[src/rtl/ps2_joy_mapper_pkg.sv]
// Shared types and constants for the PS/2 + joystick player mapper.
// KEY_MAP holds the default keyboard layout for players 0 and 1.
package ps2_joy_pkg;

   // Control functions a key or joystick bit can drive
   typedef enum logic [3:0] {
      F_UP, F_DOWN, F_LEFT, F_RIGHT,
      F_BTN0, F_BTN1, F_BTN2, F_BTN3, F_BTN4, F_BTN5, F_BTN6, F_BTN7,
      F_START, F_COIN, F_PAUSE, F_SERVICE
   } func_e;

   // One keyboard binding: {extended flag, scancode} -> player/function
   typedef struct packed {
      logic       ext;
      logic [7:0] code;
      logic [1:0] player;
      func_e      fn;
   } key_map_t;

   localparam int KEY_MAP_N = 21;

   localparam key_map_t KEY_MAP [KEY_MAP_N] = '{
      // player 0: extended arrows, ctrl/alt/space, 1 start, 5 coin, p pause, 9 service
      '{1'b1, 8'h75, 2'd0, F_UP},
      '{1'b1, 8'h72, 2'd0, F_DOWN},
      '{1'b1, 8'h6B, 2'd0, F_LEFT},
      '{1'b1, 8'h74, 2'd0, F_RIGHT},
      '{1'b0, 8'h14, 2'd0, F_BTN0},
      '{1'b0, 8'h11, 2'd0, F_BTN1},
      '{1'b0, 8'h29, 2'd0, F_BTN2},
      '{1'b0, 8'h16, 2'd0, F_START},
      '{1'b0, 8'h2E, 2'd0, F_COIN},
      '{1'b0, 8'h4D, 2'd0, F_PAUSE},
      '{1'b0, 8'h46, 2'd0, F_SERVICE},
      // player 1: R/F/D/G directions, a/s/q buttons, 2 start, 6 coin, 0 service
      '{1'b0, 8'h2D, 2'd1, F_UP},
      '{1'b0, 8'h2B, 2'd1, F_DOWN},
      '{1'b0, 8'h23, 2'd1, F_LEFT},
      '{1'b0, 8'h34, 2'd1, F_RIGHT},
      '{1'b0, 8'h1C, 2'd1, F_BTN0},
      '{1'b0, 8'h1B, 2'd1, F_BTN1},
      '{1'b0, 8'h15, 2'd1, F_BTN2},
      '{1'b0, 8'h1E, 2'd1, F_START},
      '{1'b0, 8'h36, 2'd1, F_COIN},
      '{1'b0, 8'h45, 2'd1, F_SERVICE}
   };

   // Autofire prescaler length in clk cycles
   localparam int AF_DIV = 65536;

   // Fixed joystick bit positions; the rest follow the button field
   localparam int JOY_RIGHT = 0;
   localparam int JOY_LEFT  = 1;
   localparam int JOY_DOWN  = 2;
   localparam int JOY_UP    = 3;
   localparam int JOY_BTN0  = 4;

   function automatic int joy_start(input int nb);
      return JOY_BTN0 + nb;
   endfunction

   function automatic int joy_coin(input int nb);
      return JOY_BTN0 + nb + 1;
   endfunction

   function automatic int joy_pause(input int nb);
      return JOY_BTN0 + nb + 2;
   endfunction

   function automatic int joy_service(input int nb);
      return JOY_BTN0 + nb + 3;
   endfunction

endpackage

[src/rtl/ps2_joy_mapper_if.sv]
// Bus bundle between hps_io (master) and the player mapper (slave).
// With PS2_JOY_AUTOFIRE_EN defined the autofire mask/rate also travel here.
interface ps2_joy_mapper_if #(
   parameter int NUM_PLAYERS = 2,
   parameter int NUM_BUTTONS = 3
);
   localparam int PW = 7 + NUM_BUTTONS;

   logic [10:0]                  ps2_key;
   logic [32*NUM_PLAYERS-1:0]    joystick;
   logic [PW*NUM_PLAYERS-1:0]    players;
   logic [NUM_PLAYERS-1:0]       service;
`ifdef PS2_JOY_AUTOFIRE_EN
   logic [NUM_BUTTONS*NUM_PLAYERS-1:0] af_mask;
   logic [3:0]                   af_rate;

   modport master (output ps2_key, joystick, af_mask, af_rate, input players, service);
   modport slave  (input ps2_key, joystick, af_mask, af_rate, output players, service);
`else
   modport master (output ps2_key, joystick, input players, service);
   modport slave  (input ps2_key, joystick, output players, service);
`endif
endinterface

[src/rtl/ps2_joy_mapper_coin_stretch.sv]
// Coin pulse stretcher: every rising edge of the source holds the coin
// output high for at least COIN_HOLD cycles; a new edge restarts the hold.
module coin_stretch #(
   parameter int COIN_HOLD = 65535
) (
   input  logic clk,
   input  logic rst_n,
   input  logic src,
   output logic coin
);
   localparam int CW = $clog2(COIN_HOLD + 1);

   logic          src_q;
   logic [CW-1:0] cnt;

   // Edge detect and reload-on-edge down counter
   always_ff @(posedge clk) begin
      if (!rst_n) begin
         src_q <= 1'b0;
         cnt   <= '0;
      end else begin
         src_q <= src;
         if (src && !src_q)
            cnt <= CW'(COIN_HOLD - 1);
         else if (cnt != '0)
            cnt <= cnt - 1'b1;
      end
   end

   // The cycle carrying the edge counts as the first held cycle
   assign coin = src | (cnt != '0);

endmodule

[src/rtl/ps2_joy_mapper.sv]
// PS/2 key + hps_io joystick merger producing per-player control vectors.
// Player vector layout: {pause, coin, start, btn[NB-1:0], right, left, down, up}.
// Optional feature macro: PS2_JOY_AUTOFIRE_EN (autofire mask/rate on the bus).
module ps2_joy_mapper
   import ps2_joy_pkg::*;
#(
   parameter int NUM_PLAYERS = 2,      // 1..4, keyboard drives players 0-1 only
   parameter int NUM_BUTTONS = 3,      // 1..8
   parameter int COIN_HOLD   = 65535   // >= 1
) (
   input  logic            clk,
   input  logic            rst_n,
   ps2_joy_mapper_if.slave bus
);
   localparam int NP       = NUM_PLAYERS;
   localparam int NB       = NUM_BUTTONS;
   localparam int PW       = 7 + NB;
   localparam int START_POS = 4 + NB;
   localparam int COIN_POS  = 5 + NB;
   localparam int PAUSE_POS = 6 + NB;

   logic                  toggle_q;
   logic                  key_evt;
   logic [KEY_MAP_N-1:0]  key_state;
   logic [3:0][15:0]      key_fn;
   logic [NP-1:0][PW-1:0] merged;
   logic [NP-1:0]         svc_src;
   logic [NP-1:0]         coin_out;
   logic [NP-1:0][PW-1:0] players_q;
   logic [NP-1:0]         service_q;
   logic                  btn;
   logic                  unused_bits;

   // A key event is any change of the hps_io toggle strobe
   assign key_evt = (bus.ps2_key[10] != toggle_q);

   // Track the strobe (also in reset, so release is silent) and latch mapped keys
   always_ff @(posedge clk) begin
      toggle_q <= bus.ps2_key[10];
      if (!rst_n) begin
         key_state <= '0;
      end else if (key_evt) begin
         for (int i = 0; i < KEY_MAP_N; i++) begin
            if (bus.ps2_key[8] == KEY_MAP[i].ext && bus.ps2_key[7:0] == KEY_MAP[i].code)
               key_state[i] <= bus.ps2_key[9];
         end
      end
   end

   // Collapse held keys into per-player function flags
   always_comb begin
      key_fn = '0;
      for (int i = 0; i < KEY_MAP_N; i++) begin
         if (key_state[i])
            key_fn[KEY_MAP[i].player][KEY_MAP[i].fn] = 1'b1;
      end
   end

`ifdef PS2_JOY_AUTOFIRE_EN
   localparam int AF_PRE_W = $clog2(AF_DIV);

   logic [AF_PRE_W-1:0] af_pre;
   logic [3:0]          af_cnt;
   logic                af_phase;

   // Free-running autofire timebase: prescaler tick, rate divider, phase flip
   always_ff @(posedge clk) begin
      if (!rst_n) begin
         af_pre   <= '0;
         af_cnt   <= '0;
         af_phase <= 1'b1;
      end else begin
         if (af_pre == AF_PRE_W'(AF_DIV - 1)) begin
            af_pre <= '0;
            if (af_cnt == bus.af_rate) begin
               af_cnt   <= '0;
               af_phase <= ~af_phase;
            end else begin
               af_cnt <= af_cnt + 1'b1;
            end
         end else begin
            af_pre <= af_pre + 1'b1;
         end
      end
   end
`endif

   // OR-merge keyboard and joystick sources per player and function
   always_comb begin
      merged  = '0;
      svc_src = '0;
      btn     = 1'b0;
      for (int p = 0; p < NP; p++) begin
         merged[p][0] = key_fn[p][F_UP]    | bus.joystick[32*p + JOY_UP];
         merged[p][1] = key_fn[p][F_DOWN]  | bus.joystick[32*p + JOY_DOWN];
         merged[p][2] = key_fn[p][F_LEFT]  | bus.joystick[32*p + JOY_LEFT];
         merged[p][3] = key_fn[p][F_RIGHT] | bus.joystick[32*p + JOY_RIGHT];
         for (int b = 0; b < NB; b++) begin
            btn = key_fn[p][int'(F_BTN0) + b] | bus.joystick[32*p + JOY_BTN0 + b];
`ifdef PS2_JOY_AUTOFIRE_EN
            merged[p][4+b] = btn & (bus.af_mask[p*NB + b] ? af_phase : 1'b1);
`else
            merged[p][4+b] = btn;
`endif
         end
         merged[p][START_POS] = key_fn[p][F_START] | bus.joystick[32*p + joy_start(NB)];
         merged[p][COIN_POS]  = key_fn[p][F_COIN]  | bus.joystick[32*p + joy_coin(NB)];
         merged[p][PAUSE_POS] = key_fn[p][F_PAUSE] | bus.joystick[32*p + joy_pause(NB)];
         svc_src[p]           = key_fn[p][F_SERVICE] | bus.joystick[32*p + joy_service(NB)];
      end
   end

   for (genvar p = 0; p < NP; p++) begin : g_coin
      coin_stretch #(
         .COIN_HOLD (COIN_HOLD)
      ) u_coin (
         .clk   (clk),
         .rst_n (rst_n),
         .src   (merged[p][COIN_POS]),
         .coin  (coin_out[p])
      );
   end

   // Output register; the coin bit is replaced by its stretched version
   always_ff @(posedge clk) begin
      if (!rst_n) begin
         players_q <= '0;
         service_q <= '0;
      end else begin
         for (int p = 0; p < NP; p++) begin
            players_q[p]           <= merged[p];
            players_q[p][COIN_POS] <= coin_out[p];
         end
         service_q <= svc_src;
      end
   end

   assign bus.players = players_q;
   assign bus.service = service_q;

   // Joystick bits beyond the mapped layout and keyboard slots of absent players
   assign unused_bits = ^{bus.joystick, key_fn};

endmodule

[src/flat_wrapper.sv]
// flat-port wrapper written by rule: the top's interface ports become plain ports
module ps2_joy_mapper_flat import ps2_joy_pkg::*;
#(
   parameter int NUM_PLAYERS = 2,                                               
   parameter int NUM_BUTTONS = 3,             
   parameter int COIN_HOLD   = 65535          
)
  (clk, rst_n, bus_ps2_key, bus_joystick, bus_players, bus_service);
  ps2_joy_mapper_if #(.NUM_PLAYERS(NUM_PLAYERS), .NUM_BUTTONS(NUM_BUTTONS)) bus_i ();
  input  logic clk;
  input  logic rst_n;
  input wire logic [$bits(bus_i.ps2_key)-1:0] bus_ps2_key;
  input wire logic [$bits(bus_i.joystick)-1:0] bus_joystick;
  output wire logic [$bits(bus_i.players)-1:0] bus_players;
  output wire logic [$bits(bus_i.service)-1:0] bus_service;
  assign bus_i.ps2_key = bus_ps2_key;
  assign bus_i.joystick = bus_joystick;
  assign bus_players = bus_i.players;
  assign bus_service = bus_i.service;
  ps2_joy_mapper #(.NUM_PLAYERS(NUM_PLAYERS), .NUM_BUTTONS(NUM_BUTTONS), .COIN_HOLD(COIN_HOLD)) u_core (.clk(clk), .rst_n(rst_n), .bus(bus_i));
endmodule
[config.mk]
export PLATFORM = sky130hd
export DESIGN_NAME = ps2_joy_mapper_flat
export DESIGN_NICKNAME = d
export VERILOG_FILES = /design/src/rtl/ps2_joy_mapper_pkg.sv /design/src/rtl/ps2_joy_mapper_if.sv /design/src/rtl/ps2_joy_mapper_coin_stretch.sv /design/src/rtl/ps2_joy_mapper.sv /design/src/flat_wrapper.sv
export SDC_FILE = /design/constraint.sdc
export NUM_CORES = 1
export LEC_CHECK = 0
export CORE_UTILIZATION = 46
export CTS_BUF_LIST = sky130_fd_sc_hd__clkbuf_4 sky130_fd_sc_hd__clkbuf_8 sky130_fd_sc_hd__clkbuf_16
export DETAILED_ROUTE_END_ITERATION = 8
export DONT_BUFFER_PORTS = 1
export SLEW_MARGIN = 5
export SYNTH_ARGS = -nofsm -noshare
export SYNTH_HDL_FRONTEND = slang
export SYNTH_SLANG_ARGS = --single-unit
export TNS_END_PERCENT = 30
[constraint.sdc]
create_clock -name clk -period 2.1 [get_ports clk]
set_clock_uncertainty 0.2 [all_clocks]
set_input_delay 0.63 -clock clk [delete_from_list [all_inputs] [get_ports clk]]
set_output_delay 0.63 -clock clk [all_outputs]
set_load 0.005 [all_outputs]
==> impl_results.md, run 1 <==
* Vias per inst at 5.78
* CP max stage cell: or4_1
* Hold WC Path Type: input port to flop
* Post-synth top flop: dfxtp_1
* DP HPWL at 5470 um
* IO Port Bufs at 0
* Mapped Nets at 480
* Die Ht at 89.7 um
* Internal cell power at 2.50 mW
* Worst setup SP type: flop
* Cells after Synth at 401
* Vias in the first global route at 2,736
* Die Area at 8040 um^2
* H-Tree Depth at 3
* Final setup vio count at 0
* Distinct cells, synth at 54
* Ranking of synthesized cells by area: dfxtp_1 44%, nor2_1 8.4%, mux2i_1 5.9%
* Num CTS Buffers at 9
* Worst IR drop on VDD at 0.391 mV
* Most common cell after layout, fill and taps aside: nor2_1
* Clk_lat worst skew at 0.35 ns
* WL final at 7960 um
* Async S/R FF share, synth at 0%
* Synth Cell Area at 3530 um^2
* Proportion of synthesized area in mux cells at 5.95%
* Count of nets after finishing at 501
* Largest stage delay, worst path at 0.57 ns
* Top Ports at 99
* R2r startpoint: u_core.g_coin[1].u_coin.cnt[13]
* Initial DRC count at 141
* Final hold slack at 0.103 ns
* Post-layout util at 57.2%
* Comb pwr share at 15.2%
* Fmax at 487 MHz
* Total number of vias at 3,040
* Largest family of logic cells by synthesized area: simple AND/OR/NAND/NOR gates
* Clk pwr share at 36.8%
* Setup CP Type: flop to flop
* Pin count of the biggest net entering global routing at 50
* GR Util All Layers at 20.5%
* Antenna violations before repair at 0
* Post-synth EDFFs at 0
* Drt drc at 0
* Area of the multi-input gates at 1960 um^2
* Post-Synth Adder-Cell Area at 0.708%
* Final period util at 97.8%
* Commonest non-fill, non-tap cells in the layout: 79 x nor2_1, 78 x dfxtp_1, 32 x buf_4
* Switching pwr at 0.935 mW
* Max Slew Vio Count at 0
* Wirelength per Cell at 15.1 um
* Non-Filler Instances at 526
* CTS tree: yes
* Leakage power at 1.50 nW
* Antenna diodes at 0
* Syn avg cell area at 8.81 um^2
* Worst slew margin at 69.4%
* YS warnings at 0
* Top-area cell type share of the netlist area at 44.2%
* Post-Synth Simple-Gate Area at 31.9%
* Reg power frac at 48.0%
* Switching part of the total at 27.2%
* Post-synthesis compound-gate area fraction at 13.2%
* Status: completed
* Fin. Hold Viols at 0
* Worst Max-Slew Pin Slew at 0.455 ns
* Critical path, cell by cell: or4_1 -> or3_4 -> o2111a_1 -> a211oi_1
* Fillers at 660
* Area grow syn2layout at 18.6%
* Final min period at 2.05 ns
* Row cnt at 31
* Global route overflow at 0
* Critical path arrival at 2.11 ns
* Top cell type by total area after synthesis: dfxtp_1
* DR pass1 iterations at 4
* Seq/Total Area, Yosys at 44.2%
* Crit Path Max Fanout at 6
* Design area at 4190 um^2
* Worst Setup SP: u_core.g_coin[1].u_coin.cnt[13]
* CTS root buf: clkbuf_8
* Layout cells sized above 1 at 18.7%
* Placed cells at 509
* CP Data Required Time at 2.15 ns
* CTS max path bufs at 2
* CP Capture Type: flop
* Sink Count at 78
* Initial Util at 48.2%
* Post-route ant nets at 0
* Dpl cell area at 3940 um^2
* Yosys reg bits at 78
* Global-route wire length before repair at 12,600 um
* Sequential cell area at 1560 um^2
* Total negative slack at 0 ns
* Core box area at 7330 um^2
* Worst Hold Launch: bus_ps2_key[10]
* Die width at 89.7 um
* Final Wtd Congestion at 0.855
* Power per cell area at 819 nW/um^2
* Family with the most delay on the worst path: simple AND/OR/NAND/NOR gates
* CTS clk-pin slew, worst paths at 0.08 ns
* XOR/XNOR Fraction of Synth Area at 0.248%
* Buf/Inv on CP at 0
* Max-Cap Viols at 0
* RSZ-0062 raised after global routing: yes
==> power groups by stage <==
stage / sequential, mW / clock, mW / combinational, mW
finish: 1.65 / 1.26 / 0.522
global route: 1.66 / 1.37 / 0.576
CTS: 1.65 / 1.31 / 0.510
detailed placement: 1.68 / 0 / 0.504
global placement: 1.68 / 0 / 0.495
floorplan: 1.67 / 0 / 0.361
==> routing by layer <==
layer | vias to the layer above | GRT usage [%] | part of all wire [%]
met2 | 59 | 32.0 | 46
li1 | 1544 | - | -
met3 | 8 | 4.11 | 4.5
met1 | 1429 | 27.1 | 49
met5 | - | 0 | 0
met4 | 0 | 9.81 | 1.3
==> worst paths after layout <==
| path | to | slack (ns) | depth (start not counted) |
|---|---|---|---|
| setup / recovery | u_core.g_coin[1].u_coin.cnt[6] | 0.05 | 4 |
| hold / removal | u_core.toggle_q | 0.10 | 0 |
| setup reg to reg | u_core.g_coin[1].u_coin.cnt[6] | 0.05 | 4 |
| hold reg to reg | u_core.bus.players[3] | 0.28 | 2 |
==> registers in the layout, summed over array words and instances, names as in the netlist <==
signal and count:
u_core.g_coin.u_coin.cnt 32, u_core.key_state 21, u_core.bus.players 20, u_core.bus.service 2
u_core.g_coin.u_coin.src_q 2, u_core.toggle_q 1
==> stage by stage <==
stage / setup WS [ns] / power [mW]
6_report: 0.0462 / 3.43
5_1_grt: -0.00585 / 3.61
2_1_floorplan: -0.0426 / 2.03
3_3_place_gp: -0.252 / 2.17
3_5_place_dp: -0.229 / 2.18
4_1_cts: -0.0127 / 3.46
==> repair_timing <==
item	4_1_cts	5_1_grt
resized for setup	1	4
buffers inserted	0	1
endpoints found under the setup margin	1	10
pin swaps	0	1
hold buffers	0	0
gates cloned	0	0
==> synth_stat cells (all sizes together) (8+ instances only) <==
cell,n
o31ai,9
nor2,79
clkbuf,18
a21oi,9
nand2,14
dfxtp,78
or4,8
or3,8
inv,11
nor4,28
a31oi,16
mux2i,21
nor3,13
==> cell families (layout without fill, tap and decap cells) <==
logic type | count (synthesis) | in the layout
fa+ha+maj | 2 | 2
xor+xnor | 1 | 1
compound gates | 65 | 65
mux | 21 | 21
buf+inv | 35 | 61
simple gates | 199 | 199
flops | 78 | 78
==> final cells by class <==
type,instances,share of cell area (%)
well taps,99,2.95
repair buffers,34,6.68
multi-input cells,288,46.8
clock inverters,6,2.21
flip-flops and latches,78,37.2
inverters,11,0.985
clock buffers,10,3.13
==> worst register-to-register path, cell delays in order, from the launching register on <==
cell      delay (ns)
dfxtp_1         0.36
or4_1           0.57
or3_4           0.36
o2111a_1        0.24
a211oi_1        0.23
(Power assumes the default switching activity.)
==> run 2: changes to the inputs <==
--- a/config.mk
+++ b/config.mk
@@ -5,6 +5,7 @@
 export SDC_FILE = /design/constraint.sdc
 export NUM_CORES = 1
 export LEC_CHECK = 0
+export ABC_AREA = 1
 export CORE_UTILIZATION = 46
 export CTS_BUF_LIST = sky130_fd_sc_hd__clkbuf_4 sky130_fd_sc_hd__clkbuf_8 sky130_fd_sc_hd__clkbuf_16
 export DETAILED_ROUTE_END_ITERATION = 8
==> run 2 against run 1 <==
Routed wire length grew 0.68%. Sequential share of layout area increased by 1.7 points. Flip-flop and latch count stayed put. Critical path depth up 3. Clock power is 7% lower. Non-clock buffer count fell by 24. Total power down 4.4%. Largest power group unchanged. First-iteration DRC count decreased by 53%. Synthesized area grew 3.9%.
==> impl_results.md, run 2 <==
* CP max stage cell: dfxtp_1
* Row cnt at 32
* Initial DRC count at 66
* Final period util at 86.2%
* CTS tree: yes
* GR Util All Layers at 20.7%
* DP HPWL at 5880 um
* Seq/Total Area, Yosys at 42.5%
* Global route overflow at 0
* Fin. Hold Viols at 0
* Top cells by count, synth: 130 x nor2_1, 98 x nand2_1, 78 x dfxtp_1
* Final setup vio count at 0
* Max-Cap Viols at 0
* IO Port Bufs at 0
* Synth Cell Area at 3670 um^2
* Reg with most FFs: u_core.g_coin.u_coin.cnt
* Die Ht at 91.4 um
* Hold Buf Count CTS at 0
* Worst Hold Launch: bus_ps2_key[10]
* R2r startpoint: u_core.g_coin[0].u_coin.cnt[0]
* Cells after Synth at 545
* Ranking of synthesized cells by area: dfxtp_1 43%, nor2_1 13%, nand2_1 10%
* Leakage power at 1.78 nW
* CP Data Required Time at 2.14 ns
* Area of the multi-input gates at 1820 um^2
* Power per cell area at 819 nW/um^2
* Area grow syn2layout at 9.13%
* Largest stage delay, worst path at 0.33 ns
* Global-route wire length before repair at 13,800 um
* Drt drc at 0
* Num CTS Buffers at 9
* Top cell type by total area after synthesis: dfxtp_1
* Commonest non-fill, non-tap cells in the layout: 130 x nor2_1, 98 x nand2_1, 78 x dfxtp_1
* WL final at 8020 um
* YS warnings at 0
* Hold WC Path Type: input port to flop
* Setup CP Type: flop to flop
* CTS resizes at 0
* Post-synth top flop: dfxtp_1
* Crit Path Max Fanout at 12
* Max Slew Vio Count at 0
* Total negative slack at 0 ns
* Sequential cell area at 1560 um^2
* Fmax at 552 MHz
* Total number of vias at 3,304
* Top Ports at 99
* Distinct cells, synth at 28
* H-Tree Depth at 3
* Pwr Total at 3.28 mW
* Syn avg cell area at 6.74 um^2
* Fillers at 771
* Post-synth EDFFs at 0
* Worst reg-to-reg setup slack at 0.29 ns
* CTS clk-pin slew, worst paths at 0.09 ns
* Worst hold stages at 0
* Core box area at 7730 um^2
* Layout cells sized above 1 at 9.68%
* Pin count of the biggest net entering global routing at 25
* Antenna violations before repair at 0
* Antenna diodes at 0
* Top-count cell post-synth: nor2_1
* CTS max path bufs at 2
* Max reg flops at 32
* Top-area cell type share of the netlist area at 42.5%
* Post-CTS setup buffer count at 0
* CTS root buf: clkbuf_8
* Count of nets after finishing at 632
* Die width at 91.4 um
* Reg2reg path depth at 7
* Clk_lat worst skew at 0.35 ns
* Most common cell after layout, fill and taps aside: nor2_1
* Mapped Nets at 624
* Final Wtd Congestion at 0.835
* R2r endpoint: u_core.g_coin[0].u_coin.cnt[13]
* Worst slew margin at 70.9%
* Critical path arrival at 1.85 ns
* Critical path, cell by cell: inv_1 -> ha_1 -> nand2_2 -> nor2_1 -> nand2_1 -> nand3_1 -> a21oi_1
* Sink Count at 78
* Vias per inst at 5.01
* Async S/R FF share, synth at 0%
* DR pass1 iterations at 6
* Initial Util at 47.5%
* Status: completed
* Hold Path End: u_core.toggle_q
* Worst Max-Slew Pin Slew at 0.436 ns
* Yosys reg bits at 78
* Die Area at 8350 um^2
* Worst setup SP type: flop
* Wirelength per Cell at 12.1 um
* Post-route ant nets at 0
* Final min period at 1.81 ns
* Worst IR drop on VDD at 0.420 mV
* Vias in the first global route at 3,134
* RSZ-0062 raised after global routing: no
* CP Capture Type: flop
run 2: cell types whose count changed in the layout (fill, tap and decap cells not counted), moves of 9 or more:
| cell | delta |
|---|---|
| inv_1 | +42 |
| nand3_1 | +51 |
| nor4_1 | -17 |
| a31oi_1 | -11 |
| o31ai_1 | -9 |
| mux2i_1 | -21 |
| a21oi_1 | +35 |
| buf_4 | -22 |
| nor2_1 | +51 |
| nand2_1 | +84 |
run 2: cell families after synthesis:
family,share of synthesized area [%]
AND/OR/NAND/NOR,38.1
flip-flops,42.5
XOR/XNOR,0.715
buffers and inverters,7.97
adder cells (fa/ha/maj),0.681
AO/OA/AOI/OAI,9.98
run 2: final cells by class:
type,instances,share of cell area (%)
Clock buffer,10,3.43
Clock inverter,6,1.75
Inverter,58,5.43
Multi-Input combinational cell,396,45.4
Sequential cell,78,39.0
Tap cell,102,3.18
Timing Repair Buffer,10,1.87
run 2: worst max path at each step:
stage | to | cells past startpoint | slack, ns | start
3_5_place_dp | u_core.key_state[5] | 6 | 0.24 | bus_ps2_key[7]
3_3_place_gp | u_core.key_state[16] | 7 | 0.29 | bus_ps2_key[7]
4_1_cts | u_core.g_coin[0].u_coin.cnt[13] | 7 | 0.30 | u_core.g_coin[0].u_coin.cnt[0]
6_report | u_core.g_coin[0].u_coin.cnt[13] | 7 | 0.29 | u_core.g_coin[0].u_coin.cnt[0]
5_1_grt | u_core.g_coin[0].u_coin.cnt[13] | 7 | 0.1 | u_core.g_coin[0].u_coin.cnt[0]
2_1_floorplan | u_core.key_state[16] | 7 | 0.42 | bus_ps2_key[7]
run 2: routing by layer:
metal,global-route usage (%),routed length (um),vias to the layer above
li1,-,-,1752
met1,24.2,3630,1483
met2,36.1,3870,54
met3,5.95,330,15
met4,7.28,190,0
met5,0,0,-
run 2: power breakdown:
part           internal [mW]  switching, mW
Combinational          0.173          0.299
Sequential              1.57         0.0715
Clock                  0.587          0.583
Total                   2.33          0.954
run 2: critical path: cells and delay by family, from the launching register on:
kind,cells,cell delay [ns]
AO/OA/AOI/OAI,1,0.08
adder cells (fa/ha/maj),1,0.20
buffers and inverters,1,0.09
flip-flops,1,0.33
AND/OR/NAND/NOR,4,0.80
run 2: through the flow:
stage               hold slack [ns]  area (um^2)  std cells  setup slack, ns  utilization [%]
floorplan                     0.222         3670        545            0.421                -
global placement              0.238         3800        644            0.292             49.2
detailed placement            0.244         3800        644            0.245             49.2
CTS                          0.0913         4010        660            0.295             51.9
global route                 0.0833         4010        660           0.0999             51.9
finish                        0.103         4010        660            0.289             51.9
==> run 3: changes to the inputs <==
--- a/config.mk
+++ b/config.mk
@@ -10,6 +10,7 @@
 export CTS_BUF_LIST = sky130_fd_sc_hd__clkbuf_4 sky130_fd_sc_hd__clkbuf_8 sky130_fd_sc_hd__clkbuf_16
 export DETAILED_ROUTE_END_ITERATION = 8
 export DONT_BUFFER_PORTS = 1
+export PLACE_DENSITY = 0.65
 export SLEW_MARGIN = 5
 export SYNTH_ARGS = -nofsm -noshare
 export SYNTH_HDL_FRONTEND = slang
==> run 3 against run 2 <==
Hold slack worse by 0.0045 ns. Flip-flop and latch count unchanged. Register-to-register slack about the same. Global-route usage down 0.30 points. Final area down 0.50%. Routed wire length up 0.21%. Critical path depth unchanged. Critical path type unchanged. Largest power group unchanged.
==> impl_results.md, run 3 (same netlist as run 2, synthesis figures left out) <==
* Hold Buf Count CTS at 0
* Setup CP Type: flop to flop
* CTS resizes at 0
* Max-Cap Viols at 0
* Worst Max-Slew Pin Slew at 0.431 ns
* Leakage power at 1.77 nW
* Die Area at 8350 um^2
* IO Port Bufs at 0
* Power per cell area at 815 nW/um^2
* Dpl cell area at 3790 um^2
* Post-route ant nets at 0
* Placed cells at 643
* Core box area at 7730 um^2
* Switching part of the total at 29.5%
* Top Ports at 99
* Initial DRC count at 174
* Num CTS Buffers at 9
* Die width at 91.4 um
* Final period util at 85.9%
* Max Slew Vio Count at 0
* Area grow syn2layout at 8.58%
* Commonest non-fill, non-tap cells in the layout: 130 x nor2_1, 98 x nand2_1, 78 x dfxtp_1
* WL final at 8040 um
* Fin. Hold Viols at 0
* Count of nets after finishing at 631
* Layout cells sized above 1 at 9.35%
* Fmax at 554 MHz
* Area of the multi-input gates at 1820 um^2
* Sink Count at 78
* Total negative slack at 0 ns
* Final hold slack at 0.0987 ns
* Die Ht at 91.4 um
* Hold WC Path Type: input port to flop
* Clk_lat worst skew at 0.35 ns
* Initial Util at 47.5%
* Reg with most FFs: u_core.g_coin.u_coin.cnt
* Vias in the first global route at 3,131
* CTS tree: yes
* GR Util All Layers at 20.4%
* Switching pwr at 0.961 mW
* CP Capture Type: flop
* DP HPWL at 6010 um
* Non-Filler Instances at 658
* H-Tree Depth at 3
* Worst setup SP type: flop
* Worst IR drop on VDD at 0.431 mV
* Final setup vio count at 0
* CP Data Required Time at 2.15 ns
* Sequential cell area at 1560 um^2
* Critical path arrival at 1.85 ns
* Final min period at 1.80 ns
* CTS clk-pin slew, worst paths at 0.08 ns
* Design area at 3990 um^2
* Reg power frac at 50.4%
* Row cnt at 32
* Pin count of the biggest net entering global routing at 25
* Global-route wire length before repair at 13,800 um
* Clk pwr share at 35.0%
* RSZ-0062 raised after global routing: no
* Drt drc at 0
* Comb pwr share at 14.6%
* Post-CTS setup buffer count at 0
* Wirelength per Cell at 12.2 um
* Status: completed
* Max reg flops at 32
* Worst slew margin at 71.2%
* Global route overflow at 0
* CTS max path bufs at 2
* CTS root buf: clkbuf_8
* Most common cell after layout, fill and taps aside: nor2_1
* Antenna diodes at 0
* Antenna violations before repair at 0
* Total number of vias at 3,375
* Fillers at 774
* DR pass1 iterations at 4
* Final Wtd Congestion at 0.829
* Vias per inst at 5.13
* Crit Path Max Fanout at 12
* Internal cell power at 2.29 mW
==> run 3: cell count changes in the layout (fill, tap and decap cells not counted) <==
| cell | previous run | this run |
|---|---|---|
| inv_6 | 1 | 2 |
| clkbuf_8 | 10 | 9 |
| clkinvlp_4 | 3 | 2 |
| buf_4 | 10 | 9 |
==> run 3: metrics by stage <==
stage | util [%] | setup slack, ns | power, mW
2_1_floorplan | - | 0.421 | 2.05
3_3_place_gp | 49.1 | 0.277 | 2.13
3_5_place_dp | 49.1 | 0.265 | 2.15
4_1_cts | 51.6 | 0.278 | 3.27
5_1_grt | 51.6 | 0.106 | 3.43
6_report | 51.6 | 0.295 | 3.25
==> run 3: cell type report <==
cell class	count	area share (%)
tap	102	3.20
inverter	58	5.46
timing repair buffer	9	1.69
clock inverter	6	1.79
sequential	78	39.1
multi-input combinational	396	45.6
clock buffer	9	3.11
==> run 3: power by group through the flow <==
| stage | sequential, mW | clock, mW | combinational, mW |
|---|---|---|---|
| global placement | 1.67 | 0 | 0.456 |
| finish | 1.64 | 1.14 | 0.474 |
| floorplan | 1.65 | 0 | 0.394 |
| detailed placement | 1.67 | 0 | 0.473 |
| global route | 1.65 | 1.22 | 0.552 |
| CTS | 1.64 | 1.16 | 0.475 |
==> run 3: path summary, 6_finish.rpt <==
path	from	endpoint	slack, ns	cells after the start
max	u_core.g_coin[0].u_coin.cnt[0]	u_core.g_coin[0].u_coin.cnt[13]	0.30	7
min	bus_ps2_key[10]	u_core.toggle_q	0.1	0
max reg2reg	u_core.g_coin[0].u_coin.cnt[0]	u_core.g_coin[0].u_coin.cnt[13]	0.30	7
min reg2reg	u_core.g_coin[1].u_coin.cnt[0]	u_core.g_coin[1].u_coin.cnt[0]	0.25	1
==> run 3: routing by layer <==
metal  GRT usage [%]  share of wire, %  vias up
met2            35.8                49       70
met1            24.0                45     1541
met4            7.94               1.8        0
li1                -                 -     1753
met5               0                 0        -
met3            4.94               4.1       11
==> run 3: worst max-delay path, stage by stage, from the launching register on <==
cell and delay (ns):
dfxtp_1 0.33, inv_1 0.09, ha_1 0.21, nand2_2 0.11, nor2_1 0.18, nand2_1 0.31, nand3_1 0.20, a21oi_1 0.07
